==> src/rtl/abus_arbiter_pkg.sv <==
// Shared definitions for the abus round-robin arbiter: FSM encoding and
// width helpers used by the top and the round-robin picker.
package abus_arbiter_pkg;

  typedef enum logic [1:0] {
    S_IDLE    = 2'd0,
    S_GRANT   = 2'd1,
    S_RELEASE = 2'd2
  } arb_state_t;

  function automatic int strb_width(input int data_width);
    return $clog2(data_width + 1);
  endfunction

  function automatic int idx_width(input int n);
    return (n > 1) ? $clog2(n) : 1;
  endfunction

endpackage

==> src/rtl/abus_rr_pick.sv <==
// Combinational round-robin picker: first requester after ptr, wrapping
// modulo NB_MASTERS; valid is low when nobody requests.
module abus_rr_pick
  import abus_arbiter_pkg::*;
#(
  parameter int NB_MASTERS = 4,
  localparam int IW = idx_width(NB_MASTERS)
) (
  input  logic [NB_MASTERS-1:0] req,
  input  logic [IW-1:0]         ptr,
  output logic [IW-1:0]         winner,
  output logic                  valid
);

  logic [IW-1:0] idx;

  always_comb begin
    winner = '0;
    valid  = 1'b0;
    idx    = '0;
    // Scan farthest-first so the nearest requester after ptr overwrites the rest.
    for (int k = NB_MASTERS; k >= 1; k--) begin
      idx = IW'((int'(ptr) + k) % NB_MASTERS);
      if (req[idx]) begin
        winner = idx;
        valid  = 1'b1;
      end
    end
  end

endmodule

==> src/rtl/abus_arbiter.sv <==
// Round-robin arbiter/mux sharing one abus slave between NB_MASTERS masters,
// with a watchdog that completes stalled transfers with a synthetic ack.
module abus_arbiter
  import abus_arbiter_pkg::*;
#(
  parameter int NB_MASTERS = 4,
  parameter int ADDR_WIDTH = 16,
  parameter int DATA_WIDTH = 16,
  parameter int TIMEOUT    = 64
) (
  input  logic                                         abus_clk,
  input  logic                                         abus_rstb,
  input  logic [NB_MASTERS-1:0]                        m_mreq,
  input  logic [3*NB_MASTERS-1:0]                      m_mid,
  input  logic [NB_MASTERS-1:0]                        m_mwrite,
  input  logic [NB_MASTERS-1:0]                        m_mread,
  input  logic [NB_MASTERS-1:0]                        m_mabort,
  input  logic [NB_MASTERS*strb_width(DATA_WIDTH)-1:0] m_mstrb,
  input  logic [NB_MASTERS*strb_width(DATA_WIDTH)-1:0] m_mkeep,
  input  logic [NB_MASTERS*DATA_WIDTH-1:0]             m_mwdata,
  input  logic [NB_MASTERS*ADDR_WIDTH-1:0]             m_maddress,
  output logic [NB_MASTERS-1:0]                        m_mgrant,
  output logic [NB_MASTERS-1:0]                        m_mack,
  output logic [DATA_WIDTH-1:0]                        m_mrdata,
  output logic                                         s_req,
  output logic                                         s_write,
  output logic                                         s_read,
  output logic                                         s_abort,
  output logic [2:0]                                   s_mid,
  output logic [strb_width(DATA_WIDTH)-1:0]            s_strb,
  output logic [strb_width(DATA_WIDTH)-1:0]            s_keep,
  output logic [DATA_WIDTH-1:0]                        s_wdata,
  output logic [ADDR_WIDTH-1:0]                        s_address,
  input  logic                                         s_ack,
  input  logic [DATA_WIDTH-1:0]                        s_rdata,
  output logic                                         timeout_err,
  output logic                                         busy,
  output logic [1:0]                                   dbg_state
);

  localparam int SW = strb_width(DATA_WIDTH);
  localparam int IW = idx_width(NB_MASTERS);
  localparam int CW = (TIMEOUT > 1) ? $clog2(TIMEOUT) : 1;

  // Handshake: a master holds mreq until it sees mack on a rising edge while
  // granted; mack is that edge's completion, and dropping mreq early withdraws.

  arb_state_t    state_q, state_d;
  logic [IW-1:0] ptr_q, ptr_d;
  logic [IW-1:0] gidx_q, gidx_d;
  logic [CW-1:0] wd_cnt_q, wd_cnt_d;
  logic [IW-1:0] pick_idx;
  logic          pick_valid;
  logic          granted;
  logic          req_g;
  logic          wd_expire;

  abus_rr_pick #(.NB_MASTERS(NB_MASTERS)) u_pick (
    .req    (m_mreq),
    .ptr    (ptr_q),
    .winner (pick_idx),
    .valid  (pick_valid)
  );

  assign granted   = (state_q == S_GRANT);
  assign req_g     = m_mreq[gidx_q];
  assign wd_expire = (TIMEOUT != 0) && granted && req_g && !s_ack &&
                     (wd_cnt_q == CW'(TIMEOUT - 1));

  always_ff @(posedge abus_clk or negedge abus_rstb) begin
    if (!abus_rstb) begin
      state_q  <= S_IDLE;
      ptr_q    <= '0;
      gidx_q   <= '0;
      wd_cnt_q <= '0;
    end else begin
      state_q  <= state_d;
      ptr_q    <= ptr_d;
      gidx_q   <= gidx_d;
      wd_cnt_q <= wd_cnt_d;
    end
  end

  always_comb begin
    state_d  = state_q;
    ptr_d    = ptr_q;
    gidx_d   = gidx_q;
    wd_cnt_d = wd_cnt_q;
    case (state_q)
      S_IDLE: begin
        if (pick_valid) begin
          state_d  = S_GRANT;
          gidx_d   = pick_idx;
          wd_cnt_d = '0;
        end
      end
      S_GRANT: begin
        wd_cnt_d = wd_cnt_q + 1'b1;
        if (!req_g) begin
          state_d = S_IDLE;
          ptr_d   = gidx_q;
        end else if (s_ack || wd_expire) begin
          state_d = S_RELEASE;
          ptr_d   = gidx_q;
        end
      end
      // One dead cycle lets the finishing master lower mreq before re-arbitration.
      S_RELEASE: state_d = S_IDLE;
      default:   state_d = S_IDLE;
    endcase
  end

  always_comb begin
    m_mgrant  = '0;
    m_mack    = '0;
    s_req     = 1'b0;
    s_write   = 1'b0;
    s_read    = 1'b0;
    s_abort   = 1'b0;
    s_mid     = '0;
    s_strb    = '0;
    s_keep    = '0;
    s_wdata   = '0;
    s_address = '0;
    if (granted) begin
      m_mgrant[gidx_q] = 1'b1;
      m_mack[gidx_q]   = s_ack || wd_expire;
      s_req     = req_g;
      s_write   = m_mwrite[gidx_q];
      s_read    = m_mread[gidx_q];
      s_abort   = m_mabort[gidx_q];
      s_mid     = m_mid[int'(gidx_q)*3 +: 3];
      s_strb    = m_mstrb[int'(gidx_q)*SW +: SW];
      s_keep    = m_mkeep[int'(gidx_q)*SW +: SW];
      s_wdata   = m_mwdata[int'(gidx_q)*DATA_WIDTH +: DATA_WIDTH];
      s_address = m_maddress[int'(gidx_q)*ADDR_WIDTH +: ADDR_WIDTH];
    end
    timeout_err = wd_expire;
    busy        = (state_q != S_IDLE);
    dbg_state   = state_q;
    m_mrdata    = s_rdata;
  end

endmodule
==> config.mk <==
export PLATFORM = sky130hd
export DESIGN_NAME = abus_arbiter
export DESIGN_NICKNAME = d
export VERILOG_FILES = /design/src/rtl/abus_arbiter_pkg.sv /design/src/rtl/abus_rr_pick.sv /design/src/rtl/abus_arbiter.sv
export SDC_FILE = /design/constraint.sdc
export NUM_CORES = 1
export LEC_CHECK = 0
export CORE_AREA = 2 2 114 116
export CTS_CLUSTER_SIZE = 12
export DETAILED_ROUTE_END_ITERATION = 8
export DIE_AREA = 0 0 116 118
export GPL_TIMING_DRIVEN = 0
export PLACE_DENSITY = 0.62
export SETUP_SLACK_MARGIN = 0.3
export SLEW_MARGIN = 20
export SYNTH_ARGS = -nofsm -noshare
export SYNTH_HDL_FRONTEND = slang
export SYNTH_SLANG_ARGS = --single-unit
==> constraint.sdc <==
create_clock -name abus_clk -period 3.7 [get_ports abus_clk]
set_clock_uncertainty 0.2 [all_clocks]
set_input_delay 0.74 -clock abus_clk [delete_from_list [all_inputs] [get_ports abus_clk]]
set_output_delay 0.74 -clock abus_clk [all_outputs]
set_load 0.05 [all_outputs]
==> impl_metrics.env, run 1 <==
export IMPL_core_um2=12400
export IMPL_htree_levels=1
export IMPL_syn_inst=207
export IMPL_drcViolationCount=0
export IMPL_io_pins=292
export IMPL_viasPerCell=4.48
export IMPL_dieArea_um2=13700
export IMPL_synth_commonest_cells="52 x nor2b_1, 49 x mux4_2, 20 x buf_4"
export IMPL_synthArstFlopShare=1.00
export IMPL_synthesis_nets=423
export IMPL_grt_pass1_vias=3124
export IMPL_netlist_area_leader_share=0.475
export IMPL_holdPathEnd="wd_cnt_q[4]$_DFFE_PN0P_"
export IMPL_synth_warnings=0
export IMPL_timing_rr_end="ptr_q[1]$_DFFE_PN0P_"
export IMPL_fin_crit_sh=0.889
export IMPL_multiInputGateArea_um2=1810
export IMPL_ys_flop_type="dfrtp_1"
export IMPL_reg2reg_setup_slack_ns=1.75
export IMPL_fmax_ghz=0.304
export IMPL_seq_area_um2=300
export IMPL_io_buffers=275
export IMPL_arrival_ns=2.35
export IMPL_nNetsFinal=704
export IMPL_fin_crit_ns=3.29
export IMPL_synth_top_area_cell="mux4_2"
export IMPL_min_path_type="register to register"
export IMPL_cap_violations=0
export IMPL_antenna_found_initial=1
export IMPL_clk_pin_slew_ns=0.05
export IMPL_slew_headroom=0.510
export IMPL_vdd_drop_max_mv=0.346
export IMPL_drive_above_1_share=0.201
export IMPL_cp_start_kind="primary input"
export IMPL_syn2layout_area_growth_pct=131
export IMPL_cts_root_buf="clkbuf_16"
export IMPL_synth_seq_cells=12
export IMPL_hpwl_um=10400
export IMPL_hold_path_depth=1
export IMPL_syn_area_per_cell_um2=11.2
export IMPL_syn_area_um2=2320
export IMPL_grt_max_degree=13
export IMPL_overflow=0
export IMPL_die_h_um=118
export IMPL_netlist_top_cells_area="mux4_2 47%, nor2b_1 14%, dfrtp_1 13%"
export IMPL_clockBufferDepth=2
export IMPL_rsz0062_at_grt="false"
export IMPL_pwr_density_cell_nw_per_um2=712
export IMPL_worstPathMaxFanout=6
export IMPL_ant_nets=0
export IMPL_routabilityCongestion=0.837
export IMPL_netlist_cell_type_count=35
export IMPL_wl_um=12200
export IMPL_placementRows=41
export IMPL_cts_tree="yes"
export IMPL_grt_pass1_wl_um=17600
export IMPL_ff2ff_path_depth=6
export IMPL_track_usage=0.165
export IMPL_yosysMostFrequentCell="nor2b_1"
export IMPL_hold_viol_final=0
export IMPL_cts_buffers=3
export IMPL_wire_per_inst_um=18.4
export IMPL_drt_iter0_markers=119
export IMPL_postCtsHoldBufs=0
export IMPL_rr_startpoint="gidx_q[0]$_DFFE_PN0P_"
export IMPL_die_x_um=116
export IMPL_final_util=0.433
export IMPL_clk_latency_ns=0.24
export IMPL_whs_ns=0.310
export IMPL_cts_sinks=12
export IMPL_vias=2957
export IMPL_critPathCaptureType="output pin"
export IMPL_first_pass_iters=5
export IMPL_critPathKind="primary input to output pin"
export IMPL_worst_pin_slew_ns=0.728
export IMPL_synth_edff_count=0
export IMPL_hp_start="wd_cnt_q[4]$_DFFE_PN0P_"
export IMPL_leakage_nw=2.29
export IMPL_setup_violations=0
export IMPL_fill_cells=1225
export IMPL_status="finished, final reports clean"
export IMPL_crit_start="m_mreq[3]"
export IMPL_cp_data_required_time_ns=2.76
export IMPL_initial_core_util=0.187
export IMPL_drv_slew=0
export IMPL_yosysSeqAreaShare=0.129
[worst max-delay path, cell delays in order]
cell and delay (ns):
clkdlybuf4s50_1 0.50, mux4_2 0.58, a21oi_4 0.20, nor3_1 0.08, clkbuf_2 0.24
[layout make-up]
| type | instances | area share |
|---|---|---|
| timing repair buffer | 276 | 0.506 |
| multi-input combinational | 155 | 0.336 |
| sequential | 12 | 0.0558 |
| buffer | 35 | 0.0416 |
| tap | 172 | 0.0400 |
| clock buffer | 4 | 0.0165 |
| inverter | 5 | 0.00349 |
| antenna | 1 | 0.000465 |
[stage by stage]
stage | setup WS, ns | instance area [um^2] | instances | total power, mW | setup TNS (ns)
after floorplan | 0.204 | 2340 | 207 | 2.65 | 0
after global placement | -0.223 | 5310 | 654 | 3.79 | -0.927
after detailed placement | -0.239 | 5310 | 654 | 3.81 | -0.968
after CTS | 0.155 | 5350 | 658 | 3.89 | 0
after global routing | 0.321 | 5380 | 660 | 4.02 | 0
final | 0.409 | 5380 | 660 | 3.83 | 0
[power by group]
part | total, mW | internal, mW | switching, mW
Sequential | 0.217 | 0.176 | 0.0407
Combinational | 3.39 | 1.32 | 2.07
Clock | 0.223 | 0.163 | 0.0599
[cells by family (layout without fill, tap and decap cells)]
group                    after synthesis  count (layout)  synth area share
AO/OA/AOI/OAI                         20              20            0.0652
XOR/XNOR                               1               1           0.00377
adder cells (fa/ha/maj)                1               1           0.00538
buffers and inverters                 40             320             0.104
flip-flops                            12              12             0.129
multiplexers                          52              52             0.489
other                                  0               1                 0
AND/OR/NAND/NOR                       81              81             0.203
[metal layers]
layer / vias to the layer above / routed length (um) / track usage
met2: 155 / 6400 / 0.314
met4: 0 / 258 / 0.0372
met5: - / 0 / 0
met3: 17 / 1110 / 0.0371
li1: 1355 / - / -
met1: 1430 / 4400 / 0.183
[registers in the layout, summed over array words and instances, names as in the netlist]
signal and cells:
wd_cnt_q 6, dbg_state 2, gidx_q 2, ptr_q 2
[layout by cell type (no fill, tap or decap), types with 2 or more instances in the layout]
cell type,n
nor2b_1,52
clkbuf_16,3
buf_4,22
nand3_1,3
nand2_1,8
mux2_2,2
clkbuf_1,6
dlymetal6s2s_1,13
clkbuf_2,2
o21ai_0,5
nand2b_1,2
dfrtp_1,12
buf_2,11
o41ai_1,3
clkdlybuf4s50_1,220
a21oi_1,2
nor2_1,5
inv_1,4
mux4_2,49
dlygate4sd2_1,36
and2_1,2
o311ai_0,3
[timing repair]
| action | in CTS | in global routing |
|---|---|---|
| endpoints found under the setup margin | 42 | 19 |
| resized for setup | 54 | 27 |
| buffers inserted | 0 | 1 |
[worst max-delay path by stage]
stage             endpoint  cells past startpoint  slack [ns]
3_5_place_dp     m_mack[0]                      5       -0.24
3_3_place_gp     m_mack[0]                      5       -0.22
2_1_floorplan    m_mack[0]                      4        0.20
4_1_cts          m_mack[1]                      5        0.16
6_report         m_mack[1]                      5        0.41
5_1_grt        timeout_err                      5        0.32
(Power assumes the default switching activity.)
==> run 2, diff against run 1 <==
--- a/config.mk
+++ b/config.mk
@@ -5,6 +5,7 @@
 export SDC_FILE = /design/constraint.sdc
 export NUM_CORES = 1
 export LEC_CHECK = 0
+export ABC_CLOCK_PERIOD_IN_PS = 3700
 export CORE_AREA = 2 2 114 116
 export CTS_CLUSTER_SIZE = 12
 export DETAILED_ROUTE_END_ITERATION = 8
==> results of run 2 <==
The final DEF is identical to that of run 1; final timing and power are the same.
==> run 3, diff against run 2 <==
--- a/config.mk
+++ b/config.mk
@@ -6,12 +6,14 @@
 export NUM_CORES = 1
 export LEC_CHECK = 0
 export ABC_CLOCK_PERIOD_IN_PS = 3700
-export CORE_AREA = 2 2 114 116
+export CELL_PAD_IN_SITES_DETAIL_PLACEMENT = 2
+export CELL_PAD_IN_SITES_GLOBAL_PLACEMENT = 2
+export CORE_MARGIN = 2
+export CORE_UTILIZATION = 14
 export CTS_CLUSTER_SIZE = 12
 export DETAILED_ROUTE_END_ITERATION = 8
-export DIE_AREA = 0 0 116 118
 export GPL_TIMING_DRIVEN = 0
-export PLACE_DENSITY = 0.62
+export PLACE_DENSITY = 0.89
 export SETUP_SLACK_MARGIN = 0.3
 export SLEW_MARGIN = 20
 export SYNTH_ARGS = -nofsm -noshare
==> run 3 against run 2 <==
Compared with the run above: cell count grew 7.0%; combinational power is essentially flat; final area is essentially flat; core utilization shrank 11 points; clock-buffer cell count shrank 1; fmax grew 0.58%; sequential cell count is the same; routed wire length grew 23%; worst hold slack gained 0.027 ns; die area grew 29%; register-to-register slack gained 0.02 ns; total power shrank 0.31%.
==> impl_metrics.env, run 3 (synthesized netlist as in run 1, its figures left out) <==
export IMPL_status="finished, final reports clean"
export IMPL_routabilityCongestion=0.838
export IMPL_clk_latency_ns=0.24
export IMPL_hold_viol_final=0
export IMPL_viasPerCell=4.20
export IMPL_die_h_um=133
export IMPL_cts_buffers=3
export IMPL_fin_crit_ns=3.27
export IMPL_met1_length_um=5670
export IMPL_highest_layer="met4"
export IMPL_ant_nets=0
export IMPL_worst_pin_slew_ns=0.717
export IMPL_drcViolationCount=0
export IMPL_fin_crit_sh=0.884
export IMPL_largest_register_ffs=6
export IMPL_vias=2964
export IMPL_placed_area_um2=5370
export IMPL_track_usage=0.165
export IMPL_dr_wl_met2_um=8140
export IMPL_critPathKind="primary input to output pin"
export IMPL_cp_data_required_time_ns=2.76
export IMPL_drt_iter0_markers=68
export IMPL_antenna_cells=0
export IMPL_cts_tree="yes"
export IMPL_arrival_ns=2.33
export IMPL_syn2layout_area_growth_pct=131
export IMPL_vdd_drop_max_mv=0.431
export IMPL_min_path_type="register to register"
export IMPL_core_um2=16400
export IMPL_mostFrequentLayoutCells="219 x clkdlybuf4s50_1, 52 x nor2b_1, 49 x mux4_2, 49 x dlygate4sd2_1, 22 x buf_4"
export IMPL_fmax_ghz=0.306
export IMPL_drive_above_1_share=0.200
export IMPL_cp_start_kind="primary input"
export IMPL_worstPathMaxFanout=6
export IMPL_slew_headroom=0.518
export IMPL_regMostFlops="wd_cnt_q"
export IMPL_grt_pass1_wl_um=22300
export IMPL_setup_violations=0
export IMPL_power_total_mw=3.82
export IMPL_placementRows=47
export IMPL_initial_core_util=0.142
export IMPL_hold_path_depth=1
export IMPL_hpwl_um=13100
export IMPL_nNetsFinal=704
export IMPL_wire_per_inst_um=21.2
export IMPL_ff2ff_path_depth=6
export IMPL_drv_slew=0
export IMPL_clockBufferDepth=2
export IMPL_htree_levels=1
export IMPL_cap_violations=0
export IMPL_grt_max_degree=13
export IMPL_dieArea_um2=17600
export IMPL_io_pins=292
export IMPL_clk_pin_slew_ns=0.04
export IMPL_critPathCaptureType="output pin"
export IMPL_die_x_um=133
export IMPL_wl_um=15000
export IMPL_final_common_cell="clkdlybuf4s50_1"
export IMPL_io_buffers=275
export IMPL_rsz0062_at_grt="false"
export IMPL_antenna_found_initial=0
export IMPL_pwr_density_cell_nw_per_um2=710
export IMPL_overflow=0
export IMPL_first_pass_iters=4
export IMPL_cts_sinks=12
export IMPL_grt_pass1_vias=3443
export IMPL_fill_cells=1771
export IMPL_leakage_nw=2.16
export IMPL_cts_root_buf="clkbuf_16"
export IMPL_wl_met3_um=964
export IMPL_design_area_um2=5380
[run 3: changes by cell type in the layout (fill, tap and decap cells not counted), sizes merged]
cell	before	now
buf	34	36
clkbuf	12	9
clkdlybuf4s50	220	219
diode	1	0
dlygate4sd2	36	49
dlymetal6s2s	13	1
[run 3: layer usage]
layer / vias up / track usage
met5: - / 0
met4: 0 / 0.0239
met3: 12 / 0.0330
met2: 144 / 0.322
met1: 1464 / 0.188
li1: 1344 / -
[run 3: worst paths after layout]
check                                         from                  endpoint  slack [ns]
hold / removal             wd_cnt_q[4]$_DFFE_PN0P_   wd_cnt_q[4]$_DFFE_PN0P_        0.34
setup / recovery                         m_mreq[3]               timeout_err        0.43
min in group asynchronous                abus_rstb  dbg_state[1]$_DFFE_PN0P_        0.67
max in group asynchronous                abus_rstb   wd_cnt_q[3]$_DFFE_PN0P_        2.26
setup reg to reg             gidx_q[0]$_DFFE_PN0P_      ptr_q[1]$_DFFE_PN0P_        1.77
hold reg to reg            wd_cnt_q[4]$_DFFE_PN0P_   wd_cnt_q[4]$_DFFE_PN0P_        0.34
[run 3: worst max-delay path, cell delays in order]
cell and delay [ns]:
clkdlybuf4s50_1 0.56, mux4_2 0.34, nand2_1 0.14, nor4_2 0.30, buf_4 0.25
[run 3: layout make-up]
class / instances / area, um^2 / share of cell area
Tap cell: 220 / 275 / 0.0512
Multi-Input combinational cell: 155 / 1810 / 0.336
Sequential cell: 12 / 300 / 0.0559
Buffer: 35 / 224 / 0.0417
Timing Repair Buffer: 276 / 2670 / 0.497
Inverter: 5 / 18.8 / 0.00349
Clock buffer: 3 / 75.1 / 0.0140
[run 3: timing repair]
item                                   4_1_cts  5_1_grt
endpoints found under the hold margin        0        0
hold buffers                                 0        0
buffers inserted                             0        1
setup endpoints to repair                   55        7
resized for setup                           73       13
[run 3: stage by stage]
| stage | hold WS [ns] | setup WS (ns) | utilization | instances | TNS, ns |
|---|---|---|---|---|---|
| floorplan | 0.244 | 0.204 | - | 207 | 0 |
| global placement | 0.298 | -0.124 | 0.327 | 702 | -0.544 |
| detailed placement | 0.315 | -0.239 | 0.327 | 702 | -0.936 |
| CTS | 0.332 | 0.276 | 0.329 | 705 | 0 |
| global route | 0.353 | 0.309 | 0.328 | 706 | 0 |
| finish | 0.337 | 0.428 | 0.328 | 706 | 0 |
[run 3: power breakdown]
part           internal (mW)  switching (mW)  leakage [nW]  total (mW)
sequential             0.176          0.0462         0.153       0.223
clock                  0.141          0.0551        0.0370       0.196
combinational           1.28            2.12          1.97        3.40
total                   1.60            2.22          2.16        3.82
